`src/rtl/fft_peak_detect_if.sv`:
```
`default_nettype none
// ============================================================================
// Module   : fft_peak_detect_if
// Purpose  : Handshake and result bus between the iteration controller
//            (master) and the FFT peak detector (slave).
// Signals  : start      - one-cycle frame start pulse (master -> slave)
//            ready      - detector idle and able to take start (slave -> master)
//            bin_valid  - bin carries a valid FFT bin (master -> slave)
//            bin        - {re[15:0], im[15:0]}, both signed (master -> slave)
//            done       - one-cycle result pulse (slave -> master)
//            peak_idx   - index of strongest positive-frequency bin
//            peak_mag   - re^2 + im^2 of that bin
//            peak_found - a qualifying peak exists
// Revision : 1.0 - initial release
// ============================================================================
interface fft_peak_detect_if #(
  parameter int IDX_W = 8
);
  logic             start;
  logic             ready;
  logic             bin_valid;
  logic [31:0]      bin;
  logic             done;
  logic [IDX_W-1:0] peak_idx;
  logic [31:0]      peak_mag;
  logic             peak_found;

  modport master (
    output start, bin_valid, bin,
    input  ready, done, peak_idx, peak_mag, peak_found
  );

  modport slave (
    input  start, bin_valid, bin,
    output ready, done, peak_idx, peak_mag, peak_found
  );
endinterface
`default_nettype wire

```
`src/rtl/fft_peak_detect.sv`:
```
`default_nettype none
// ============================================================================
// Module   : fft_peak_detect
// Purpose  : Squared-magnitude peak search over one frame of N complex FFT
//            bins. Only bins 1..N/2-1 are candidates; ties keep the lowest
//            index. Two-stage pipeline (square, then sum/compare).
// Ports    : clk  - rising-edge clock
//            rst  - asynchronous active-low reset
//            bus  - fft_peak_detect_if.slave (start/ready, bin stream, result)
// Options  : PEAK_THRESH_EN - when defined, a peak is reported only if its
//            magnitude exceeds THRESH; otherwise every done reports a peak.
// Revision : 1.0 - initial release
// ============================================================================
module fft_peak_detect #(
  parameter int N     = 256,
  parameter int IDX_W = 8
`ifdef PEAK_THRESH_EN
  ,
  parameter logic [31:0] THRESH = 32'd0
`endif
) (
  input logic               clk,
  input logic               rst,
  fft_peak_detect_if.slave  bus
);

  localparam logic [1:0] c_IDLE  = 2'd0;
  localparam logic [1:0] c_RUN   = 2'd1;
  localparam logic [1:0] c_FLUSH = 2'd2;
  localparam logic [1:0] c_DONE  = 2'd3;

  localparam logic [IDX_W-1:0] c_LAST = IDX_W'(N - 1);
  localparam logic [IDX_W-1:0] c_HALF = IDX_W'(N / 2);

  logic [1:0]        r_state;
  logic [1:0]        w_state_nxt;
  logic [IDX_W-1:0]  r_cnt;
  logic [1:0]        r_flush;
  logic              r_ready_en;

  logic              w_accept;
  logic              w_start_run;
  logic              w_enter_done;
  logic              w_ready;
  logic              w_done;

  // Capture register, then stage 1 (squares), then stage 2 (sum/compare).
  logic              r_s0_vld;
  logic signed [15:0] r_s0_re;
  logic signed [15:0] r_s0_im;
  logic [IDX_W-1:0]  r_s0_idx;
  logic              r_s1_vld;
  logic [31:0]       r_s1_re2;
  logic [31:0]       r_s1_im2;
  logic [IDX_W-1:0]  r_s1_idx;

  logic signed [31:0] w_re2;
  logic signed [31:0] w_im2;
  logic [31:0]       w_sum;
  logic              w_cand;

  logic [31:0]       r_best_mag;
  logic [IDX_W-1:0]  r_best_idx;

  logic [IDX_W-1:0]  r_peak_idx;
  logic [31:0]       r_peak_mag;
  logic              r_peak_found;

  assign w_accept     = (r_state == c_RUN) && bus.bin_valid;
  assign w_start_run  = (r_state == c_IDLE) && bus.start;
  // Last compare lands one cycle before this, so best_* is final here.
  assign w_enter_done = (r_state == c_FLUSH) && (r_flush == 2'd2);

  // --------------------------------------------------------------------------
  // FSM: state register
  // --------------------------------------------------------------------------
  always_ff @(posedge clk or negedge rst) begin
    if (!rst) begin
      r_state <= c_IDLE;
    end else begin
      r_state <= w_state_nxt;
    end
  end

  // --------------------------------------------------------------------------
  // FSM: next state
  // --------------------------------------------------------------------------
  always_comb begin
    w_state_nxt = r_state;
    case (r_state)
      c_IDLE:  if (bus.start) w_state_nxt = c_RUN;
      c_RUN:   if (w_accept && (r_cnt == c_LAST)) w_state_nxt = c_FLUSH;
      c_FLUSH: if (r_flush == 2'd2) w_state_nxt = c_DONE;
      c_DONE:  w_state_nxt = c_IDLE;
      default: w_state_nxt = c_IDLE;
    endcase
  end

  // --------------------------------------------------------------------------
  // FSM: outputs. ready stays low until the first edge after reset release.
  // --------------------------------------------------------------------------
  always_comb begin
    w_ready = 1'b0;
    w_done  = 1'b0;
    if (r_state == c_IDLE) w_ready = r_ready_en;
    if (r_state == c_DONE) w_done  = 1'b1;
  end

  assign bus.ready      = w_ready;
  assign bus.done       = w_done;
  assign bus.peak_idx   = r_peak_idx;
  assign bus.peak_mag   = r_peak_mag;
  assign bus.peak_found = r_peak_found;

  // --------------------------------------------------------------------------
  // Bin counter, flush counter and post-reset ready enable.
  // FLUSH spans the capture register and both pipeline stages draining.
  // --------------------------------------------------------------------------
  always_ff @(posedge clk or negedge rst) begin
    if (!rst) begin
      r_cnt      <= '0;
      r_flush    <= 2'd0;
      r_ready_en <= 1'b0;
    end else begin
      r_ready_en <= 1'b1;
      if (w_start_run) begin
        r_cnt <= '0;
      end else if (w_accept) begin
        r_cnt <= r_cnt + 1'b1;
      end
      if (r_state == c_FLUSH) begin
        r_flush <= r_flush + 2'd1;
      end else begin
        r_flush <= 2'd0;
      end
    end
  end

  // --------------------------------------------------------------------------
  // Pipeline. Bubbles carry vld = 0, so gaps in bin_valid never reach the
  // comparator and the pipe drains on its own during FLUSH.
  // --------------------------------------------------------------------------
  assign w_re2 = r_s0_re * r_s0_re;
  assign w_im2 = r_s0_im * r_s0_im;

  always_ff @(posedge clk or negedge rst) begin
    if (!rst) begin
      r_s0_vld <= 1'b0;
      r_s0_re  <= '0;
      r_s0_im  <= '0;
      r_s0_idx <= '0;
      r_s1_vld <= 1'b0;
      r_s1_re2 <= '0;
      r_s1_im2 <= '0;
      r_s1_idx <= '0;
    end else begin
      r_s0_vld <= w_accept;
      if (w_accept) begin
        r_s0_re  <= $signed(bus.bin[31:16]);
        r_s0_im  <= $signed(bus.bin[15:0]);
        r_s0_idx <= r_cnt;
      end
      r_s1_vld <= r_s0_vld;
      if (r_s0_vld) begin
        // Squares are non-negative; -32768^2 = 2^30 still fits.
        r_s1_re2 <= $unsigned(w_re2);
        r_s1_im2 <= $unsigned(w_im2);
        r_s1_idx <= r_s0_idx;
      end
    end
  end

  // Sum peaks at 2^31, so 32 bits cannot overflow.
  assign w_sum  = r_s1_re2 + r_s1_im2;
  assign w_cand = (r_s1_idx != '0) && (r_s1_idx < c_HALF);

  // Strict greater-than keeps the lowest index on ties.
  always_ff @(posedge clk or negedge rst) begin
    if (!rst) begin
      r_best_mag <= '0;
      r_best_idx <= '0;
    end else if (w_start_run) begin
      r_best_mag <= '0;
      r_best_idx <= '0;
    end else if (r_s1_vld && w_cand && (w_sum > r_best_mag)) begin
      r_best_mag <= w_sum;
      r_best_idx <= r_s1_idx;
    end
  end

  // --------------------------------------------------------------------------
  // Result registers: loaded once per frame, held between done pulses.
  // --------------------------------------------------------------------------
  always_ff @(posedge clk or negedge rst) begin
    if (!rst) begin
      r_peak_idx   <= '0;
      r_peak_mag   <= '0;
      r_peak_found <= 1'b0;
    end else if (w_enter_done) begin
`ifdef PEAK_THRESH_EN
      if (r_best_mag > THRESH) begin
        r_peak_idx   <= r_best_idx;
        r_peak_mag   <= r_best_mag;
        r_peak_found <= 1'b1;
      end else begin
        r_peak_idx   <= '0;
        r_peak_mag   <= '0;
        r_peak_found <= 1'b0;
      end
`else
      r_peak_idx   <= r_best_idx;
      r_peak_mag   <= r_best_mag;
      r_peak_found <= 1'b1;
`endif
    end
  end

endmodule
`default_nettype wire

```
`src/flat_wrapper.sv`:
```
// flat-port wrapper written by rule: the top's interface ports become plain ports
module fft_peak_detect_flat 
#(
  parameter int N     = 256,
  parameter int IDX_W = 8

)
  (clk, rst, bus_start, bus_bin_valid, bus_bin, bus_ready, bus_done, bus_peak_idx, bus_peak_mag, bus_peak_found);
  fft_peak_detect_if #(.IDX_W(IDX_W)) bus_i ();
  input logic clk;
  input logic rst;
  input wire logic [$bits(bus_i.start)-1:0] bus_start;
  input wire logic [$bits(bus_i.bin_valid)-1:0] bus_bin_valid;
  input wire logic [$bits(bus_i.bin)-1:0] bus_bin;
  output wire logic [$bits(bus_i.ready)-1:0] bus_ready;
  output wire logic [$bits(bus_i.done)-1:0] bus_done;
  output wire logic [$bits(bus_i.peak_idx)-1:0] bus_peak_idx;
  output wire logic [$bits(bus_i.peak_mag)-1:0] bus_peak_mag;
  output wire logic [$bits(bus_i.peak_found)-1:0] bus_peak_found;
  assign bus_i.start = bus_start;
  assign bus_i.bin_valid = bus_bin_valid;
  assign bus_i.bin = bus_bin;
  assign bus_ready = bus_i.ready;
  assign bus_done = bus_i.done;
  assign bus_peak_idx = bus_i.peak_idx;
  assign bus_peak_mag = bus_i.peak_mag;
  assign bus_peak_found = bus_i.peak_found;
  fft_peak_detect #(.N(N), .IDX_W(IDX_W)) u_core (.clk(clk), .rst(rst), .bus(bus_i));
endmodule
```
`config.mk`:
```
export PLATFORM = sky130hd
export DESIGN_NAME = fft_peak_detect_flat
export DESIGN_NICKNAME = d
export VERILOG_FILES = /design/src/rtl/fft_peak_detect_if.sv /design/src/rtl/fft_peak_detect.sv /design/src/flat_wrapper.sv
export SDC_FILE = /design/constraint.sdc
export NUM_CORES = 2
export LEC_CHECK = 0
export BUFFER_PORTS_ARGS = -buffer_cell sky130_fd_sc_hd__buf_4
export CORE_MARGIN = 8
export CORE_UTILIZATION = 55
export CTS_CLUSTER_DIAMETER = 50
export DETAILED_ROUTE_END_ITERATION = 16
export PLACE_DENSITY_LB_ADDON = 0.3
export SLEW_MARGIN = 40
export SYNTH_ARGS = -nofsm -noshare
export SYNTH_HDL_FRONTEND = slang
export SYNTH_SLANG_ARGS = --single-unit
```
`constraint.sdc`:
```
create_clock -name clk -period 7.35 [get_ports clk]
set_clock_uncertainty 0.1 [all_clocks]
set_input_delay 0.735 -clock clk [delete_from_list [all_inputs] [get_ports clk]]
set_output_delay 0.735 -clock clk [all_outputs]
set_load 0.005 [all_outputs]
```
== After elaboration in Yosys (flattened, before gate mapping) ==
Index checks and enable logic that the tools add are counted.

* Add/sub/neg operators: 3
* $mul: 2
* $lt $le $gt $ge: 2
* Equality and inequality tests: 8
* Muxes and demuxes: 13
* Reduce and logical (&&, ||, !) cells: 12

{| class="wikitable"
|+ Operators by type and width
! operator !! number
|-
| $mul A16 B16 Y32 || 2
|-
| $mux W32 || 2
|-
| $add A32 B32 Y32 || 1
|-
| $gt A32 B32 Y1 || 1
|-
| $mux W8 || 4
|-
| $add A8 B1 Y8 const B || 1
|-
| $eq A8 B8 Y1 const B || 1
|-
| $lt A8 B8 Y1 const B || 1
|-
| $mux W2 || 4
|-
| $pmux W2 S4 || 1
|-
| $reduce_bool A8 Y1 || 1
|-
| $logic_and A1 B1 Y1 || 7
|-
| $eq A2 B2 Y1 const B || 3
|-
| $ne A2 B2 Y1 const B || 2
|-
| $reduce_bool A2 Y1 || 2
|-
| $reduce_and A3 Y1 || 1
|-
| $add A2 B1 Y2 const B || 1
|-
| $eq A2 B1 Y1 const B || 1
|-
| $logic_not A2 Y1 || 1
|-
| $mux W1 || 2
|-
| $ne A2 B1 Y1 const B || 1
|}

* Register bits after elaboration: 208
* Output and inout bits: 43
* Word-level logic and storage cells: 57

== Logic depth before layout (Yosys ltp) ==
* Depth after elaboration: 6
* Gate-level depth with buffers: 26
* Gate-level depth less buffers: 24

== Least setup slack after synthesis ==
Ideal clock, no wire load.

* Path kind: reg2reg
* From: register u_core.r_s0_re[15]
* To: register u_core.r_s1_re2[30]
* Setup time: 0.126 ns
* Arrival time: 6.410 ns
* Data required time: 7.124 ns
* Slack: 0.713 ns
* Cell stages (with the launch flop): 23
* Period minus slack after synthesis: 6.637 ns
* Path through: dfrtp_1 -> clkbuf_1 -> inv_1 -> buf_1 -> nor2_1 -> fa_1 -> inv_1 -> fa_1 -> fa_1 -> fa_1 -> fa_1 -> fa_1 -> inv_1 -> ha_1 -> a21o_1 -> a21oi_1 -> o2111ai_1 -> a21oi_1 -> o31ai_1 -> and4_1 -> a2111oi_0 -> nor4b_1 -> a311o_1

* Word-level cells in the longest chain between the ends: 1

{| class="wikitable"
|+ RTL lines
! what !! RTL line !! source
|-
| start, declared || fft_peak_detect.sv:49 || <nowiki>logic signed [15:0] r_s0_re;</nowiki>
|-
| start signal, assigned || fft_peak_detect.sv:159 || <nowiki>r_s0_re <= $signed(bus.bin[31:16]);</nowiki>
|-
| $mul A16 B16 Y32 || fft_peak_detect.sv:143 || <nowiki>assign w_re2 = r_s0_re * r_s0_re;</nowiki>
|-
| end signal, assigned || fft_peak_detect.sv:166 || <nowiki>r_s1_re2 <= $unsigned(w_re2);</nowiki>
|-
| end, declared || fft_peak_detect.sv:53 || <nowiki>logic [31:0] r_s1_re2;</nowiki>
|}

Every way passes these cells.
A chain may end at the register's enable or synchronous reset.

== Final worst setup path ==
* From: register u_core.r_s0_re[1]
* To: register u_core.r_s1_re2[30]

Same word-level chain as after synthesis.

==> results.tsv <==
stage	metric	value	unit
grt	grt_pass1_wl	101000	um
setup_path	critPathMaxStageDelay	0.74	ns
synth	synth_top_family_by_area	adder cells	
final_layout	area_growth	8.61	%
setup_path	critPathCaptureType	flop	
cts	ctsHtreeMaxLevel	1	
floorplanning	die_x	240	um
synth	synthFlopType	dfrtp_1	
synth	synth_edf_count	0	
place	dp_hpwl	49300	um
cts	clockBufferDepth	3	
grt	antenna_found_initial	0	
timing	min_period	7.08	ns
synth	synth_seq_cells	206	
timing	rsz0062_at_grt	no	
floorplanning	die_y	240	um
drt	drcViolationCount	0	
timing	tns	0	ns
final_layout	nFillCells	4146	
synth	yosys.area_share.simple	10.6	%
setup_path	start_kind	flop	
synth	syn-num-nets	3640	
drt	drt-initial-drc-count	982	
grt	grt_pass1_vias	21100	
synth	synth_compound_area_share	7.32	%
cts	clkTransAtPathRegs	0.06	ns
timing	maxSlewViolCount	0	
setup_path	rrSetupSlack	0.27	ns
drt	dr.pass1.iters	5	
place	dpl-instance-area	29000	um^2
drt	final_antenna_net_count	0	
cts	post_cts_buffers	0	
drt	vias	19300	
final_layout	final_cells	3638	
timing	fin_crit_sh	96.3	%
floorplanning	dieArea	57500	um^2
timing	worst_pin_slew	0.805	ns
floorplanning	rows	82	
setup_path	path_cells	and2_1 -> fa_1 -> inv_1 -> fa_1 -> fa_1 -> fa_1 -> fa_1 -> fa_1 -> inv_1 -> ha_1 -> a21o_1 -> a21oi_1 -> o2111ai_1 -> a21oi_1 -> o31ai_1 -> and4_1 -> a2111oi_2 -> nor4b_1 -> a311o_1	
synth	syn_avg_cell_area	9.56	um^2
final_layout	drive_above_1_share	8.50	%
final_layout	postLayoutCellArea	29900	um^2
cts	cts_tree	built	
place	place_inst	3589	
final_layout	nets	3702	
timing	setup_viol	0	
synth	yosysSeqAreaShare	18.7	%
place	io_buffers	78	
setup_path	cpLargestDelayFamily	adder cells	
setup_path	arrival	7.41	ns
final_layout	final-seq-area	5160	um^2
drt	routed_wl	59000	um
grt	globalRouteOverflowTotal	0	
setup_path	path_buf_inv	2	
floorplanning	pin_count	79	
cts	cts_sinks	206	
floorplanning	core	49900	um^2
final_layout	diodes	0	
cts	cts_buffers	26	
setup_path	slowest_stage	fa_1	
grt	grtUsageTotal	21.5	%
synth	yosysWarnings	0	
timing	fmaxAchievable	141	MHz
flow_run	cap_violations	0	
cts	cts_root_buffer	clkbuf_16	
setup_path	cpMostUsedCell	fa_1	
min_path	hold_class	input pin to flop	
synth	async_reset_ff_share	100	%
synth	synthXorXnorAreaFrac	3.53	%
final_layout	final_util	60.0	%
synth	syn_inst	2885	
timing	hold_viol_final	0	
synth	muxShareOfSynthArea	3.70	%
synth	yosysUniqueCellTypes	69	
setup_path	crit_type	flop to flop	
drt	drt-vias-per-instance	5.30	
synth	yosys.area_share.adder	45.5	%
timing	max_slew_margin	46.4	%
outcome	status	finished, final reports clean	
synth	syn_area	27600	um^2
final_layout	multiInputGateArea	19500	um^2
cts	clkLatencyLatePin	0.55	ns
setup_path	required	7.68	ns
floorplanning	start_util	55.3	%
place	gp_congestion	0.889	
setup_path	crit_fanout	11	
drt	wl_per_cell	16.2	um
grt	grt_max_degree	100	
==> Yosys cell counts (4+ instances only) <==
master     count  area share [%]
a211oi_1      11            0.30
a21o_1        32            0.87
a21oi_1       82             1.5
a31o_2         7            0.22
a31oi_1       14            0.32
and2_1        78             1.8
and3_1        11            0.25
buf_1          4           0.054
clkbuf_1      79             1.1
dfrtp_1      206              19
fa_1         472              34
ha_1         247              11
inv_1        691             9.4
mux2_2        59             2.4
mux2i_1       34             1.2
nand2_1      310             4.2
nand2b_1      13            0.30
nand3_1       22            0.40
nand4_1       11            0.25
nor2_1       144             2.0
nor2b_1       13            0.30
nor3_1        21            0.38
o2111ai_1      4            0.13
o211ai_1       5            0.14
o21a_1        20            0.54
o21ai_0       87             1.6
o21ai_1        9            0.16
o21bai_1      10            0.27
o31ai_1        8            0.22
or2_2          7            0.16
or3_1          7            0.16
xnor2_1       82             2.6
xor2_1        29            0.92
==> cell type report <==
type                       instances  share of cell area (%)
sequential                       206                    17.2
inverter                         694                    8.70
tap                              672                    2.81
multi-input combinational       1900                    65.2
clock inverter                    15                   0.556
timing repair buffer             119                    3.11
clock buffer                      32                    2.42
==> metal layers <==
layer	GRT usage [%]	part of all wire [%]	up-vias
met2	37.8	51	467
met4	6.80	3.0	0
met5	0	0	-
met1	27.0	40	9767
met3	3.38	5.9	101
li1	-	-	8953
==> worst min-delay path, stage by stage <==
cell	delay [ns]
buf_4	0.08
nand2_1	0.04
nand2_1	0.04
==> registers in the layout, summed over array words and instances (netlist names), 2 cells and up <==
signal               cells
u_core.bus.peak_idx      8
u_core.r_s1_re2         31
u_core.bus.peak_mag     32
u_core.r_flush           2
u_core.r_best_mag       32
u_core.r_state           2
u_core.r_s0_re          16
u_core.r_s0_im          16
u_core.r_best_idx        8
u_core.r_cnt             8
u_core.r_s1_idx          8
u_core.r_s1_im2         31
u_core.r_s0_idx          8
==> cells in the final DEF, fill, tap and decap left out, drive strengths merged, types with 60 or more instances in the layout <==
cell type / instances
o21ai: 96
a21oi: 83
buf: 118
dfrtp: 206
fa: 472
nor2: 144
mux2: 60
nand2: 310
and2: 78
xnor2: 82
ha: 247
inv: 697
==> path summary, 6_finish.rpt <==
path | from | to | cells past startpoint
worst min-delay path | bus_bin[1] | u_core.r_s0_im[1] | 3
worst max-delay path | u_core.r_s0_re[1] | u_core.r_s1_re2[30] | 19
max in group asynchronous | rst | u_core.r_s0_vld | 4
worst max register to register | u_core.r_s0_re[1] | u_core.r_s1_re2[30] | 19
worst min register to register | u_core.r_flush[0] | u_core.r_flush[0] | 1
min in group asynchronous | rst | u_core.bus.peak_mag[8] | 2
==> logic make-up (layout without fill, tap and decap cells) <==
| logic type | after synthesis | in the layout |
|---|---|---|
| compound gates | 321 | 321 |
| xor+xnor | 111 | 111 |
| fa+ha+maj | 719 | 719 |
| buf+inv | 779 | 860 |
| flops | 206 | 206 |
| mux | 94 | 94 |
| other cells | 1 | 1 |
| simple gates | 654 | 654 |
==> stage by stage <==
step	hold WS, ns	setup WS (ns)
after floorplan	0.252	0.713
after CTS	0.211	0.186
after global placement	0.316	0.492
after detailed placement	0.334	0.221
after global routing	0.274	0.0137
final	0.279	0.269
==> what timing repair did <==
item,in CTS,in global routing
hold buffers,0,1
resized for setup,0,5
endpoints found under the setup margin,0,3
endpoints found under the hold margin,0,38
Power is left out: the tool's default activity adds up to more than one toggle a clock period on the data nets, which glitch-free logic cannot reach.
